### config.mk
export PLATFORM = sky130hd
export DESIGN_NAME = expr_eval_ctrl
export DESIGN_NICKNAME = d
export VERILOG_FILES = /design/src/rtl/expr_eval_ctrl.sv
export SDC_FILE = /design/constraint.sdc
export NUM_CORES = 1
export LEC_CHECK = 0
export CAP_MARGIN = 20
export CORE_UTILIZATION = 40
export DETAILED_ROUTE_END_ITERATION = 6
export GPL_ROUTABILITY_DRIVEN = 1
export GPL_TIMING_DRIVEN = 0
export PLACE_DENSITY = 0.62
export SLEW_MARGIN = 5
export SYNTH_ARGS = -nofsm -noshare
export SYNTH_HDL_FRONTEND = slang
export SYNTH_SLANG_ARGS = --single-unit
export TNS_END_PERCENT = 5
### constraint.sdc
create_clock -name clk -period 9.95 [get_ports clk]
set_input_delay 1.99 -clock clk [delete_from_list [all_inputs] [get_ports clk]]
set_output_delay 1.99 -clock clk [all_outputs]
set_load 0.005 [all_outputs]
### src/rtl/expr_eval_ctrl.sv
// rtl/expr_eval_ctrl.sv - character-stream expression evaluator (digit (op digit)* '='), '*' before '+'
// Optional overflow detection: define EXPR_OVF_EN.
module expr_eval_ctrl #(
    parameter int WIDTH = 16
) (
    input  logic             clk,
    input  logic             clr,
    input  logic             in_valid,
    input  logic [7:0]       in_char,
    output logic             in_ready,
    output logic             res_valid,
    output logic [WIDTH-1:0] result,
    output logic             res_err,
    output logic             ovf,
    output logic             busy
);

`ifdef EXPR_OVF_EN
    localparam bit OVF_EN = 1'b1;
`else
    localparam bit OVF_EN = 1'b0;
`endif

    typedef enum logic [2:0] {EXP_DIG, EXP_OP, MUL, ERR, DONE} state_t;
    state_t state, state_d;

    logic [WIDTH-1:0] sum, term, mcand, prod;
    logic [3:0]       mplier;
    logic [1:0]       mcnt;
    logic             mul_pend, frame_act, ovf_st;

    logic             acc, is_dig, is_eq, is_plus, is_star;
    logic [WIDTH:0]   sum_ext;
    logic [WIDTH+3:0] pp_ext, prod_ext;
    logic             sum_c, mul_c, ovf_fin;

    assign acc     = in_valid && in_ready;
    assign is_dig  = (in_char >= "0") && (in_char <= "9");
    assign is_eq   = (in_char == "=");
    assign is_plus = (in_char == "+");
    assign is_star = (in_char == "*");

    // Extended sums expose the carry out of WIDTH bits for overflow tracking.
    assign sum_ext  = {1'b0, sum} + {1'b0, term};
    assign pp_ext   = mplier[mcnt] ? ({4'b0000, mcand} << mcnt) : '0;
    assign prod_ext = {4'b0000, prod} + pp_ext;
    assign sum_c    = OVF_EN && sum_ext[WIDTH];
    assign mul_c    = OVF_EN && (prod_ext[WIDTH+3:WIDTH] != 4'd0);
    assign ovf_fin  = ovf_st || sum_c;

    assign in_ready  = (state == EXP_DIG) || (state == EXP_OP) || (state == ERR);
    assign res_valid = (state == DONE);
    assign busy      = (state == MUL) || (state == DONE) || frame_act;

    always_ff @(posedge clk or posedge clr) begin
        if (clr) state <= EXP_DIG;
        else     state <= state_d;
    end

    always_comb begin
        state_d = state;
        case (state)
            EXP_DIG: if (acc) begin
                if (is_dig)     state_d = mul_pend ? MUL : EXP_OP;
                else if (is_eq) state_d = DONE;
                else            state_d = ERR;
            end
            EXP_OP: if (acc) begin
                if (is_plus || is_star) state_d = EXP_DIG;
                else if (is_eq)         state_d = DONE;
                else                    state_d = ERR;
            end
            MUL:     if (mcnt == 2'd3) state_d = EXP_OP;
            ERR:     if (acc && is_eq) state_d = DONE;
            DONE:    state_d = EXP_DIG;
            default: state_d = EXP_DIG;
        endcase
    end

    always_ff @(posedge clk or posedge clr) begin
        if (clr) begin
            sum <= '0; term <= '0; mcand <= '0; prod <= '0;
            mplier <= '0; mcnt <= '0;
            mul_pend <= 1'b0; frame_act <= 1'b0; ovf_st <= 1'b0;
            result <= '0; res_err <= 1'b0; ovf <= 1'b0;
        end else begin
            if (acc) frame_act <= 1'b1;
            case (state)
                EXP_DIG: if (acc) begin
                    if (is_dig) begin
                        if (mul_pend) begin
                            mcand  <= term;
                            mplier <= in_char[3:0];
                            prod   <= '0;
                            mcnt   <= '0;
                        end else begin
                            term <= {{(WIDTH-4){1'b0}}, in_char[3:0]};
                        end
                    end else if (is_eq) begin
                        result  <= '0;
                        res_err <= 1'b1;
                        ovf     <= ovf_st;
                    end
                end
                EXP_OP: if (acc) begin
                    if (is_plus) begin
                        sum      <= sum_ext[WIDTH-1:0];
                        mul_pend <= 1'b0;
                        ovf_st   <= ovf_st || sum_c;
                    end else if (is_star) begin
                        mul_pend <= 1'b1;
                    end else if (is_eq) begin
                        result  <= ovf_fin ? '0 : sum_ext[WIDTH-1:0];
                        res_err <= ovf_fin;
                        ovf     <= ovf_fin;
                    end
                end
                MUL: begin
                    prod   <= prod_ext[WIDTH-1:0];
                    mcnt   <= mcnt + 2'd1;
                    ovf_st <= ovf_st || mul_c;
                    if (mcnt == 2'd3) begin
                        term     <= prod_ext[WIDTH-1:0];
                        mul_pend <= 1'b0;
                    end
                end
                ERR: if (acc && is_eq) begin
                    result  <= '0;
                    res_err <= 1'b1;
                    ovf     <= ovf_st;
                end
                DONE: begin
                    sum <= '0; term <= '0;
                    mul_pend <= 1'b0; frame_act <= 1'b0; ovf_st <= 1'b0;
                end
                default: ;
            endcase
        end
    end

endmodule

# Word level (Yosys, flattened, before mapping)
# Cells that the tools add are included.
dict set report totals {
  regBits 93
  wordCells 125
  latchBits 0
  mem_bits_ro 0
  output_inout_bits 21
  ram_bits 0
  memories 0
}
dict set report op_classes {
  n_bitwise 0
  multipliers 0
  eq_ne 22
  order_cmp 3
  n_mux 61
  div_mod_pow 0
  add_sub_neg 3
  n_reduce_logical 23
  shift 1
}
# op count
set op_table {}
lappend op_table {{$mux W16} 18}
lappend op_table {{$pmux W16 S3} 2}
lappend op_table {{$pmux W16 S2} 2}
lappend op_table {{$add A16 B16 Y16} 2}
lappend op_table {{$eq A8 B6 Y1 const B} 3}
lappend op_table {{$mux W1} 22}
lappend op_table {{$ne A2 B2 Y1 const B} 11}
lappend op_table {{$mux W3} 7}
lappend op_table {{$reduce_and A4 Y1} 4}
lappend op_table {{$shl A16 B2 Y16} 1}
lappend op_table {{$pmux W3 S4} 1}
lappend op_table {{$pmux W1 S3} 3}
lappend op_table {{$reduce_and A9 Y1} 1}
lappend op_table {{$reduce_bool A3 Y1} 3}
lappend op_table {{$ge A8 B6 Y1 const B} 1}
lappend op_table {{$le A8 B6 Y1 const B} 1}
lappend op_table {{$mux W2} 4}
lappend op_table {{$reduce_and A7 Y1} 1}
lappend op_table {{$eq A3 B2 Y1 const B} 2}
lappend op_table {{$reduce_bool A2 Y1} 3}
lappend op_table {{$logic_or A1 B1 Y1} 5}
lappend op_table {{$reduce_and A5 Y1} 1}
lappend op_table {{$ne A2 B1 Y1 const B} 2}
lappend op_table {{$pmux W2 S2} 1}
lappend op_table {{other kinds (10)} 12}

# Longest topological paths before layout
dict set report depth {
  ltp_word 7
  ltp_mapped 14
  mapped_depth_nobuf 12
}

# Least setup slack after synthesis
# OpenSTA, ideal clock, no wires.
dict set report synth_path {
  kind {input -> register}
  from {in in_char[7]}
  to {reg prod[1]}
  t_arrival_ns 3.370
  cell_stages 8
  setup_time_ns 0.118
  slack_ns 6.462
  cell_sequence {nor3b_2 -> nand4_1 -> inv_1 -> a21oi_1 -> or3_1 -> buf_2 -> buf_2 -> a21o_1}
}
dict set report synth_via {
  elab_chain_cells 4
}
# item line
set synth_rtl {}
lappend synth_rtl {{start, declared} 9} ;# input logic [7:0] in_char,
lappend synth_rtl {{$ge A8 B6 Y1 or $le A8 B6 Y1 (tied branches)} 38} ;# assign is_dig = (in_char >= "0") && (in_char <= "9");
lappend synth_rtl {{$logic_and A1 B1 Y1 (*)} 38}
lappend synth_rtl {{$ne A2 B2 Y1 (no source line) (*)} -}
lappend synth_rtl {{$reduce_and A4 Y1 (no source line) (*)} -}
lappend synth_rtl {{end signal, assigned} 119} ;# prod <= prod_ext[WIDTH-1:0];
lappend synth_rtl {{end, declared} 27} ;# logic [WIDTH-1:0] sum, term, mcand, prod;
# Every way passes the cells marked *; elsewhere a longest branch is shown, timed or not.
# A chain may end at the register's enable or synchronous reset.

# Final worst setup path
dict set report layout_path {
  from {reg state[1]}
  to {out busy}
}
dict set report layout_via {
  elab_chain_cells 3
}
# item line
set layout_rtl {}
lappend layout_rtl {{start, declared} 25} ;# state_t state, state_d;
lappend layout_rtl {{start signal, assigned} 57} ;# else state <= state_d;
lappend layout_rtl {{$eq A3 B2 Y1 or $eq A3 B3 Y1 (tied branches)} 53} ;# assign busy = (state == MUL) || (state == DONE) || frame_act;
lappend layout_rtl {{$logic_or A1 B1 Y1 (*) (2 in series)} 53}
lappend layout_rtl {{end, declared} 15} ;# output logic busy
# Marked as above.

==> results.cfg <==
[critical_path]
critPathKind = flop to output port
critPathSlowestCell = nor2_1
required_ns = 7.96
crit_path_start_kind = flop
crit_path_frequent_cell = nor2_1
slowest_delay_ns = 0.59
path_cells = clkbuf_1, nand2b_1, nor2_1, nor2_1, nand2_1, clkdlybuf4s50_1
cp_top_family = simple AND/OR/NAND/NOR gates
path_buf_inv = 2
arrival_ns = 2.76
endpoint_kind = output port
crit_fanout = 10

[clocking]
cts_tree = done
cts_max_level = 3
cts.sinks = 92
cts_setup_buffers = 0
postCtsHoldBufs = 0
clock_latency_ns = 0.35
path_clk_slew_ns = 0.06
clock-root-buffer = clkbuf_16
clock_path_buffers = 2
cts_buffers = 9
ctsResizeCount = 0

[timing]
fin_skew_ns = 0.008736
fin_crit_ns = 4.751
post-route-period-util = 0.4775
max_freq_mhz = 210.5
hold_violations = 0
rsz0062_at_grt = no
tightest_slew_ns = 0.7458
layout_setup_ws_ns = 5.199
setup_violations = 0
slew_headroom = 0.5010
drv_slew = 0
holdWs_ns = 0.4775
tns_ns = 0

[global_route]
grt_max_degree = 49
grt_pass1_wl_um = 21950
overflow = 0
grt_antenna_before_repair = 0
first_global_vias = 4270
grt.total_usage = 0.1988

[pwr]
switching_share = 0.3717
ir_drop_mv = 0.08807
power_density_nw_per_um2 = 197.0
power_frac_comb = 0.365
p_sw_mw = 0.4635
internal-power_mw = 0.7834
p_leak_nw = 3.015
p_clk_frac = 0.252
p_seq_frac = 0.383

[routing]
wl_per_cell_um = 16.99
num_vias = 4370
wl_met3_um = 519
ant_nets = 0
drt-total-wl_um = 13200
wl_met1_um = 6195
viasPerCell = 5.624
top_layer = met4
drc = 0
first_iter_violations = 266
dr_wl_met2_um = 6305
firstDrtPassIters = 5

[flow_run]
maxCapViolCount = 0

[place]
dpl-instance-area_um2 = 6066
dp_slack_ns = 5.611
gp_congestion = 0.8849
hpwl_um = 9978
dp.cells = 761
place.port_buffers = 29

[synthesis]
yosys-top-cells-count = dfrtp_1 (92), nand2_1 (79), o21ai_0 (36), ha_1 (31), a22o_1 (27)
synth_cell_types = 51
ys.flop_type = dfrtp_1
syn_area_um2 = 5525
syn_nets = 599
ys_warn_count = 0
synth_area_leaders = dfrtp_1 (42%), ha_1 (7.0%), nand2_1 (5.4%), mux4_2 (4.5%), a22o_1 (4.3%)
ys_seq_area_frac = 0.4167
yosysMostFrequentCell = dfrtp_1
async_flop_share = 1.000
synth_edf_count = 0
syn_avg_cell_area_um2 = 9.955
yosysTopAreaCellShare = 0.4167
ys_seq_elements = 92
yosysTopAreaCell = dfrtp_1
synth_cells = 555

[floorplanning]
start_util = 0.4139
num_rows = 42
die_h_um = 119.5
dieArea_um2 = 14290
coreArea_um2 = 13350
die_x_um = 119.5
io_pins = 32

[cells_and_area]
drive_above_1_share = 0.08985
synthToLayoutAreaGrowth_pct = 14.56
diodes = 0
nets = 640
fin_area_um2 = 6330
stdcell_count = 777

[status]
status = complete, no violations

[min_path]
hp-class = flop to flop
==> cell usage in the layout, fill, tap and decap left out, types with 4 or more instances in the layout <==
cell type | netlist | layout
dfrtp_1 | 92 | 92
nand2_1 | 79 | 79
o21ai_0 | 36 | 36
ha_1 | 31 | 31
clkdlybuf4s50_1 | 0 | 29
a22o_1 | 27 | 27
a21oi_1 | 26 | 26
clkbuf_1 | 19 | 23
mux2_2 | 21 | 21
a21o_1 | 19 | 19
nor2b_1 | 19 | 19
nand3_1 | 19 | 19
nor2_1 | 17 | 17
inv_1 | 17 | 16
xnor2_1 | 15 | 15
o31ai_1 | 12 | 12
mux4_2 | 11 | 11
xor2_1 | 10 | 10
clkbuf_16 | 0 | 9
nand4_1 | 6 | 6
nand2b_1 | 6 | 6
a31oi_1 | 6 | 6
a211oi_1 | 5 | 5
and3_1 | 5 | 5
nand3b_1 | 5 | 5
buf_2 | 4 | 4
nor3b_1 | 4 | 4
==> final cells by class <==
cell class                      instances  area [µm²]
Buffer                                 27       110.1
Clock buffer                           14       254.0
Clock inverter                          2       10.01
Fill cell                            1325        7018
Inverter                               17       66.31
Multi-Input combinational cell        419        3049
Sequential cell                        92        2302
Tap cell                              176       220.2
Timing Repair Buffer                   30       317.8
==> final timing paths <==
path	startpoint	end	slack, ns	cells after the start
min reg2reg	result[2]	result[2]	0.48	2
max	state[1]	busy	5.20	6
min	result[2]	result[2]	0.48	2
max in group asynchronous	clr	prod[0]	7.21	3
min in group asynchronous	clr	prod[9]	2.09	2
max reg2reg	mcnt[0]	term[14]	6.05	14
==> logic make-up (layout without fill, tap and decap cells) <==
kind of cell,Yosys count,count (layout),share of synthesized area
multiplexers,35,35,0.09307
flip-flops,92,92,0.4167
AO/OA/AOI/OAI,153,153,0.1859
other,1,1,0.0006787
XOR/XNOR,26,26,0.04393
buffers and inverters,44,90,0.03148
AND/OR/NAND/NOR,171,171,0.1508
adder cells (fa/ha/maj),33,33,0.07745
==> per-stage QoR <==
stage / total power, mW / util
after floorplan: 0.8133 / -
after CTS: 1.255 / 0.4742
final: 1.247 / 0.4742
after global routing: 1.334 / 0.4742
after detailed placement: 0.9365 / 0.4544
after global placement: 0.9210 / 0.4522
==> registers in the layout, indices dropped and copies added, names as in the netlist, 2 cells and up <==
signal	flops
sum	16
mplier	4
prod	16
state	3
result	16
term	16
mcnt	2
mcand	16
==> power groups by stage <==
stage	registers (mW)	clock network (mW)	logic, mW
floorplan	0.467	0	0.346
global placement	0.482	0	0.439
detailed placement	0.485	0	0.452
CTS	0.478	0.321	0.456
global route	0.484	0.337	0.513
finish	0.478	0.314	0.456
==> worst min-delay path, stage by stage (launching register included) <==
cell,delay (ns)
dfrtp_1,0.34
nand2_1,0.05
o31ai_1,0.06
==> routing by layer <==
metal	up-vias	global-route usage
li1	2108	-
met1	2161	0.2710
met2	87	0.3230
met3	14	0.03660
met4	0	0.05781
met5	-	0
Power figures use the tool's default switching activity.
